File: src/rtl/superscalar_pkg.sv
// Shared machine-wide constants for the superscalar core: result bus geometry
// and the fixed requester slots feeding the common data bus.
package superscalar_pkg;

    localparam int NUM_REQ  = 6;
    localparam int TAG_LEN  = 4;
    localparam int DATA_WID = 8;
    localparam int RESULT_W = TAG_LEN + DATA_WID;
    localparam int SRC_W    = 3;

    // Requester slot assignment on the CDB
    localparam int REQ_ADD0   = 0;
    localparam int REQ_ADD1   = 1;
    localparam int REQ_MUL0   = 2;
    localparam int REQ_MUL1   = 3;
    localparam int REQ_FETCH0 = 4;
    localparam int REQ_FETCH1 = 5;

endpackage

File: src/rtl/rr_arbiter.sv
// Round-robin priority search: one-hot grant to the first active request at or
// after ptr_i, wrapping from N-1 back to 0. Purely combinational.
module rr_arbiter #(
    parameter int N     = 6,
    parameter int PTR_W = 3
) (
    input  logic [N-1:0]     req_i,
    input  logic [PTR_W-1:0] ptr_i,
    output logic [N-1:0]     gnt_o
);

    logic             found;
    logic [PTR_W:0]   sum;
    logic [PTR_W-1:0] idx;

    always_comb begin
        gnt_o = '0;
        found = 1'b0;
        sum   = '0;
        idx   = '0;
        for (int k = 0; k < N; k++) begin
            sum = {1'b0, ptr_i} + (PTR_W+1)'(k);
            if (sum >= (PTR_W+1)'(N)) begin
                sum = sum - (PTR_W+1)'(N);
            end
            idx = sum[PTR_W-1:0];
            if (!found && req_i[idx]) begin
                gnt_o[idx] = 1'b1;
                found      = 1'b1;
            end
        end
    end

endmodule

File: src/rtl/cdb_arbiter.sv
// Common data bus arbiter: round-robin grant among result producers, one
// registered broadcast per accepted result, sticky flag for zero tags.
module cdb_arbiter #(
    parameter int NUM_REQ  = superscalar_pkg::NUM_REQ,
    parameter int TAG_LEN  = superscalar_pkg::TAG_LEN,
    parameter int DATA_WID = superscalar_pkg::DATA_WID
) (
    input  logic                                 clk,
    input  logic                                 rst_n,
    input  logic [NUM_REQ-1:0]                   req_valid,
    input  logic [NUM_REQ*(TAG_LEN+DATA_WID)-1:0] req_result,
    output logic [NUM_REQ-1:0]                   req_ready,
    input  logic                                 cdb_stall,
    output logic                                 cdb_valid,
    output logic [TAG_LEN+DATA_WID-1:0]          cdb_result,
    output logic [superscalar_pkg::SRC_W-1:0]    cdb_src,
    output logic                                 tag_err
);

    localparam int RW    = TAG_LEN + DATA_WID;
    localparam int PTR_W = (NUM_REQ > 1) ? $clog2(NUM_REQ) : 1;
    localparam int SRC_W = superscalar_pkg::SRC_W;

    // Handshake: requester i holds req_valid[i] and its result slot stable until
    // req_ready[i]; a transfer happens in any cycle where both are high.
    logic [PTR_W-1:0] rr_ptr_q, rr_ptr_d;
    logic             cdb_valid_q, cdb_valid_d;
    logic [RW-1:0]    cdb_result_q, cdb_result_d;
    logic [SRC_W-1:0] cdb_src_q, cdb_src_d;
    logic             tag_err_q, tag_err_d;

    logic [NUM_REQ-1:0] raw_gnt;
    logic [PTR_W-1:0]   g_idx;
    logic [RW-1:0]      sel_result;
    logic               xfer;
    logic               tag_zero;

    rr_arbiter #(
        .N     (NUM_REQ),
        .PTR_W (PTR_W)
    ) u_rr (
        .req_i (req_valid),
        .ptr_i (rr_ptr_q),
        .gnt_o (raw_gnt)
    );

    assign req_ready = (rst_n && !cdb_stall) ? raw_gnt : '0;

    always_comb begin
        g_idx      = '0;
        sel_result = '0;
        for (int i = 0; i < NUM_REQ; i++) begin
            if (req_ready[i]) begin
                g_idx      = PTR_W'(i);
                sel_result = req_result[i*RW +: RW];
            end
        end
    end

    assign xfer     = |(req_valid & req_ready);
    assign tag_zero = (sel_result[RW-1 -: TAG_LEN] == '0);

    always_comb begin
        rr_ptr_d     = rr_ptr_q;
        cdb_valid_d  = 1'b0;
        cdb_result_d = cdb_result_q;
        cdb_src_d    = cdb_src_q;
        tag_err_d    = tag_err_q;
        if (xfer) begin
            rr_ptr_d = (g_idx == PTR_W'(NUM_REQ-1)) ? '0 : g_idx + PTR_W'(1);
            // Zero-tag results are consumed but never broadcast
            if (tag_zero) begin
                tag_err_d = 1'b1;
            end else begin
                cdb_valid_d  = 1'b1;
                cdb_result_d = sel_result;
                cdb_src_d    = SRC_W'(g_idx);
            end
        end
    end

    always_ff @(posedge clk or negedge rst_n) begin
        if (!rst_n) begin
            rr_ptr_q     <= '0;
            cdb_valid_q  <= 1'b0;
            cdb_result_q <= '0;
            cdb_src_q    <= '0;
            tag_err_q    <= 1'b0;
        end else begin
            rr_ptr_q     <= rr_ptr_d;
            cdb_valid_q  <= cdb_valid_d;
            cdb_result_q <= cdb_result_d;
            cdb_src_q    <= cdb_src_d;
            tag_err_q    <= tag_err_d;
        end
    end

    assign cdb_valid  = cdb_valid_q;
    assign cdb_result = cdb_result_q;
    assign cdb_src    = cdb_src_q;
    assign tag_err    = tag_err_q;

endmodule

File: config.mk
export PLATFORM = sky130hd
export DESIGN_NAME = cdb_arbiter
export DESIGN_NICKNAME = d
export VERILOG_FILES = /design/src/rtl/superscalar_pkg.sv /design/src/rtl/rr_arbiter.sv /design/src/rtl/cdb_arbiter.sv
export SDC_FILE = /design/constraint.sdc
export NUM_CORES = 1
export LEC_CHECK = 0
export CAP_MARGIN = 0
export CORE_UTILIZATION = 49
export DETAILED_ROUTE_END_ITERATION = 12
export PLACE_DENSITY = 0.89
export SKIP_CTS_REPAIR_TIMING = 1
export SYNTH_ARGS = -nofsm -noshare
export SYNTH_HDL_FRONTEND = slang
export SYNTH_SLANG_ARGS = --single-unit
File: constraint.sdc
create_clock -name clk -period 12.1 [get_ports clk]
set_clock_uncertainty 0.05 [all_clocks]
set_input_delay 3.63 -clock clk [delete_from_list [all_inputs] [get_ports clk]]
set_output_delay 3.63 -clock clk [all_outputs]
set_load 0.01 [all_outputs]
Word-level counts from Yosys, hierarchy flattened
Cells that the tools add are included.
{"block": "classes", "addsub": 12, "mux": 56, "reduce_logical": 22, "bitwise_logic": 7, "magnitude_cmp": 18, "n_eq_ne": 1}
{"op": "$mux W12", "count": 6}
{"op": "$mux W6", "count": 7}
{"op": "$mux W3", "count": 11}
{"op": "$or A6 B6 Y6", "count": 5}
{"op": "$lt A3 B4 Y1 const B", "count": 6}
{"op": "$ge A4 B3 Y1 const B", "count": 5}
{"op": "$mux W1", "count": 20}
{"op": "$bmux W1 S3", "count": 6}
{"op": "$demux W1 S3", "count": 6}
{"op": "$ge A3 B1 Y1 const B", "count": 6}
{"op": "$sub A3 B3 Y3 const B", "count": 6}
{"op": "$logic_and A1 B1 Y1", "count": 12}
{"op": "$add A3 B2 Y4 const B", "count": 2}
{"op": "$add A3 B3 Y4 const B", "count": 2}
{"op": "$and A6 B6 Y6", "count": 1}
{"op": "$logic_not A1 Y1", "count": 6}
{"op": "$reduce_or A6 Y1", "count": 1}
{"op": "$add A3 B1 Y4 const B", "count": 1}
{"op": "$logic_not A4 Y1", "count": 1}
{"op": "$reduce_and A2 Y1", "count": 2}
{"op": "$add A3 B1 Y3 const B", "count": 1}
{"op": "$eq A3 B3 Y1 const B", "count": 1}
{"op": "$ge A3 B3 Y1 const B", "count": 1}
{"op": "$not A1 Y1", "count": 1}
{"block": "totals", "reg_bits": 20, "in_bits": 81, "wordCells": 121}

Logic depth before layout (Yosys ltp)
{"block": "depth", "depth_word": 30, "ltp_mapped": 19, "mapped_depth_nobuf": 14}

By module
From an unflattened synthesis, not the netlist that was laid out.
{"block": "hier_totals", "hier_cells": 353, "area_unflattened_um2": 2672.6}
{"module": "cdb_arbiter", "cells_each": 207, "instances": 1, "area_per_inst_um2": 1675.4, "seq_area_each_um2": 500.5}
{"module": "rr_arbiter", "cells_each": 146, "instances": 1, "area_per_inst_um2": 997.2, "seq_area_each_um2": 0.0}

Worst setup path after synthesis
No wires, ideal clock.
{"block": "synth_path", "kind": "input-to-output", "from": "input port req_valid[4]", "to": "output port req_ready[4]", "path_slack_ns": 2.852, "path_buffers": 1, "t_arrival_ns": 5.568, "stages": 9, "cell_sequence": "and4bb_2 > or4_4 > o221a_4 > o41ai_2 > a31oi_2 > nand2_1 > o211ai_1 > clkbuf_1 > inv_1"}
{"block": "synth_via", "elab_chain_len": 19}
{"element": "start: declaration", "line": "cdb_arbiter.sv:10", "text": "input logic [NUM_REQ-1:0] req_valid,"}
{"element": "$bmux W1 S3", "line": "rr_arbiter.sv:27", "text": "if (!found && req_i[idx]) begin"}
{"element": "$mux W1 (not written as such)", "line": "rr_arbiter.sv:27"}
{"element": "$mux W1", "line": "rr_arbiter.sv:27"}
{"element": "$logic_not A1 Y1", "line": "rr_arbiter.sv:27"}
{"element": "$logic_and A1 B1 Y1", "line": "rr_arbiter.sv:27"}
{"element": "$mux W1", "line": "rr_arbiter.sv:27"}
{"element": "$logic_not A1 Y1", "line": "rr_arbiter.sv:27"}
{"element": "$logic_and A1 B1 Y1", "line": "rr_arbiter.sv:27"}
{"element": "[3 not listed]"}
{"element": "$mux W1", "line": "rr_arbiter.sv:27"}
{"element": "$logic_not A1 Y1", "line": "rr_arbiter.sv:27"}
{"element": "$logic_and A1 B1 Y1", "line": "rr_arbiter.sv:27"}
{"element": "$mux W1", "line": "rr_arbiter.sv:27"}
{"element": "$logic_not A1 Y1", "line": "rr_arbiter.sv:27"}
{"element": "$logic_and A1 B1 Y1", "line": "rr_arbiter.sv:27"}
{"element": "$mux W6 (*)", "line": "rr_arbiter.sv:27"}
{"element": "$mux W6 (*)", "line": "cdb_arbiter.sv:47", "text": "assign req_ready = (rst_n && !cdb_stall) ? raw_gnt : '0;"}
{"element": "end: declaration", "line": "cdb_arbiter.sv:12", "text": "output logic [NUM_REQ-1:0] req_ready,"}
Every way passes the cells marked *; elsewhere a longest branch is shown, timed or not. The select of a mux whose other input is x is not followed.

Final worst setup path
Ends and elaborated chain as after synthesis.

==> results list <==
- Wire length reported by the detailed router: 10.0 mm
- For this block, the initial DRC count from the detailed router was 343.
- The worst-case IR drop observed on VDD is 0.176 mV.
- Fraction of the cycle the final worst path needs: 0.878
* Nets: 507
- Clock-pin transition on the worst setup and hold timing paths: 0.08 ns
- Of the total synthesized cell area, the portion taken by AND, OR, NAND and NOR gates is 0.189.
- Setup repair after global routing left no endpoint under its margin.
* Largest net degree at the start of global routing: 33
- Measured against the total synthesized area, the mux share comes to 0.112.
- Portion of the post-synthesis area used by sequential elements: 0.178
- Hold Path Class: register to register
* Final core utilization: 0.705
- The via count of the first global-routing pass was 2,884.
- CP Max Fanout: 11
- Using the TritonRoute via totals, the vias-per-cell ratio works out to 6.50.
- The worst setup path is launched from an input port.
- The first global-routing pass estimated 15.1 mm of wire.
* Diode insertion count for antenna repair: 0
- The initial antenna violation count was 0.
- In this run the tool buffered the top-level ports with 103 buffer cells.
- CTS HTree Levels: 1
- Along the worst hold path, the cell count comes to 1.
- Setup violations remaining at the end of the flow were counted as 0.
- In this run, placement finished with an instance count of 485.
* Worst Setup Slack, final: 1.47 ns
- The signal on the critical path passes through clkdlybuf4s50_1 > and4bb_2 > or4_4 > o2bb2ai_1 > nand2_1 > o21ai_1 > or2_1 > o211ai_1 > inv_1 > clkdlybuf4s50_1.
- After synthesis, the most frequently instantiated cells are 31 x sky130_fd_sc_hd__nand2_1, 21 x sky130_fd_sc_hd__a21oi_1, 20 x sky130_fd_sc_hd__dfrtp_1, 16 x sky130_fd_sc_hd__nor2_1, 15 x sky130_fd_sc_hd__o21ai_0.
- Across all register-to-register paths, the minimum setup slack is 6.89 ns.
- Final Hold Violating Endpoints: 0
- Starting density of the core: 0.509
- The smallest clock period supported by the final layout is computed as 10.63 ns.
- Compound-gate portion of the synthesized area: 0.385
- Cell count after synthesis: 327
- Largest family of logic cells by synthesized area: compound AO/OA/AOI/OAI gates
* Total of flip-flops plus latches after synthesis: 20
* Most frequent cell after synthesis: sky130_fd_sc_hd__nand2_1
- Required @ worst endpoint: 8.42 ns
- The congestion estimate from routability-driven global placement came to 0.934.
* Start of the worst register-to-register path: rr_ptr_q[2]
- The floorplan step defined a die boundary enclosing 6030 sq um.
* Adder-cell share of the synthesized area: 0.0357
- For this run, the number of standard cells in the final layout without fillers is 489.
* Reg2reg end: cdb_result[2]
* Estimated wirelength of the detail-placed design: 7.86 mm
- Clock root buffer: sky130_fd_sc_hd__clkbuf_8
* Buffer levels on the longest clock path: 2
* Clock latency of the later-clocked register in the worst-skew pair: 0.26 ns
- Buffers inserted during clock tree synthesis total 3.
* Synthesis warning total: 0
* Max incr delay on CP: 0.72 ns
- The first detailed-routing pass took 5 iterations.
- The worst register-to-register path has a depth of 13.
- In this run the mean area of a mapped cell was 8.57 sq um.
- The critical path in this run is classified as input port to primary output.
- Main synth FF type: sky130_fd_sc_hd__dfrtp_1
- The most numerous cell type found on the critical path is sky130_fd_sc_hd__clkdlybuf4s50_1.
- Once detail routing completed, the nets flagged for antenna violations numbered 0.
- In the global route stage, overall resource usage came out at 0.322.
- Tracing the worst setup path back leads to its startpoint at req_valid[4].
- Ranking of synthesized cells by area: sky130_fd_sc_hd__dfrtp_1 18%, sky130_fd_sc_hd__mux2_4 5.4%, sky130_fd_sc_hd__nand2_1 4.1%
- Counting flops with a built-in enable in the synthesized netlist gives 0.
- Width of the die: 77.6 um
- Based on the critical path, the design can be clocked at up to 94.1 MHz.
* Setup_tns: 0 ns
* Overall power: 0.000962 W
* Top Ports: 104
- At the pin with the least slew margin, the transition time is 0.951 ns.
* Num rows: 27
* Destination of the worst hold path: tag_err
- Ratio of cells with drive above 1 in the final layout: 0.127
- Endpoint class of the critical path: primary output
- The floorplan step defined a core boundary enclosing 5510 sq um.
* Die H: 77.6 um
- Hold_sp: tag_err
- Library cell with the largest summed area after synthesis: sky130_fd_sc_hd__dfrtp_1
- Post-synthesis instance area: 2800 sq um
- Async set or reset register ratio after synthesis: 1.00
* Clock tree from TritonCTS: built
- Worst path slowest cell: sky130_fd_sc_hd__o211ai_1
* Share of the synthesized area in the top cell type: 0.178
- Power per Cell Area: 248 nW/um^2
- Clock tree synthesis found a total of 20 sinks.
- Critical path data arrival time: 6.95 ns
- Vias after detailed routing: 3,177
- Congestion Overflow GR: 0
* Dpl ws: 1.52 ns
- The number of different library cells used by synthesis comes to 84.
* Leakage: 1.58 nW
* Post-Syn Nets: 416
- Headroom to the max-slew limit came out at 0.364.
* Layout-stage area growth over the synthesis result: 38.4%
- Dividing the detail-routed wire length by the instance count gives 20.5 um.
- Count of unresolved DRC violations after routing: 0
* Maximum Capacitance Violations: 0
- Of the total synthesized cell area, the portion taken by XOR and XNOR cells is 0.0330.
- Result of the run: finished clean
* Number of pins exceeding their max-slew limit in the final report: 0
-- cells in the final DEF, fill, tap and decap left out, types with 8 or more instances in the layout --
cell                              count
sky130_fd_sc_hd__o211ai_1            11
sky130_fd_sc_hd__clkdlybuf4s50_1    103
sky130_fd_sc_hd__dfrtp_1             20
sky130_fd_sc_hd__nor2_1              16
sky130_fd_sc_hd__o221ai_1            11
sky130_fd_sc_hd__a21oi_1             21
sky130_fd_sc_hd__o21ai_0             15
sky130_fd_sc_hd__nand2_1             31
sky130_fd_sc_hd__a221oi_1             8
sky130_fd_sc_hd__mux2_4              10
sky130_fd_sc_hd__ha_1                 8
sky130_fd_sc_hd__inv_1               13
-- routing by layer --
| layer | GRT usage | share of wire |
|---|---|---|
| met5 | 0 | 0 |
| met4 | 0.0623 | 0.012 |
| met3 | 0.0188 | 0.075 |
| met2 | 0.505 | 0.46 |
| met1 | 0.483 | 0.45 |
-- report_power, final --
part | total [W] | internal, W | switching (W)
Sequential | 0.000110 | 0.0000882 | 0.0000218
Clock | 0.0000660 | 0.0000442 | 0.0000218
Combinational | 0.000786 | 0.000320 | 0.000466
-- critical path, delay by kind of cell --
| family | cells | cell delay [ns] |
|---|---|---|
| AO/OA/AOI/OAI | 3 | 0.95 |
| AND/OR/NAND/NOR | 4 | 1.18 |
| buffers and inverters | 3 | 1.18 |
-- worst max path at each step --
stage,to,depth (start not counted)
after global placement,req_ready[5],11
after floorplan,req_ready[4],9
after CTS,req_ready[5],11
final,req_ready[4],10
after global routing,req_ready[4],10
after detailed placement,req_ready[4],10
-- cells by family after synthesis --
kind of cell,Yosys count
buf+inv,35
fa+ha+maj,8
simple gates,97
xor+xnor,8
compound gates,135
mux,24
flops,20
-- sequential cells by signal, indices dropped and copies added (netlist names) --
signal and flops:
cdb_result 12, cdb_valid 1, rr_ptr_q 3, tag_err 1, cdb_src 3
-- per-stage QoR --
stage               hold slack [ns]  instance area (sq um)
finish                        0.449                   3880
global route                  0.461                   3880
global placement              0.399                   3810
floorplan                     0.443                   2800
CTS                           0.454                   3880
detailed placement            0.429                   3810
-- area by class of cell --
type / instances / area [sq um]
clock inverter: 1 / 30.0
inverter: 16 / 60.1
multi-input combinational: 272 / 2110
fill: 416 / 1630
tap: 72 / 90.1
clock buffer: 3 / 41.3
sequential: 20 / 500
timing repair buffer: 105 / 1050
(Power assumes the default switching activity.)
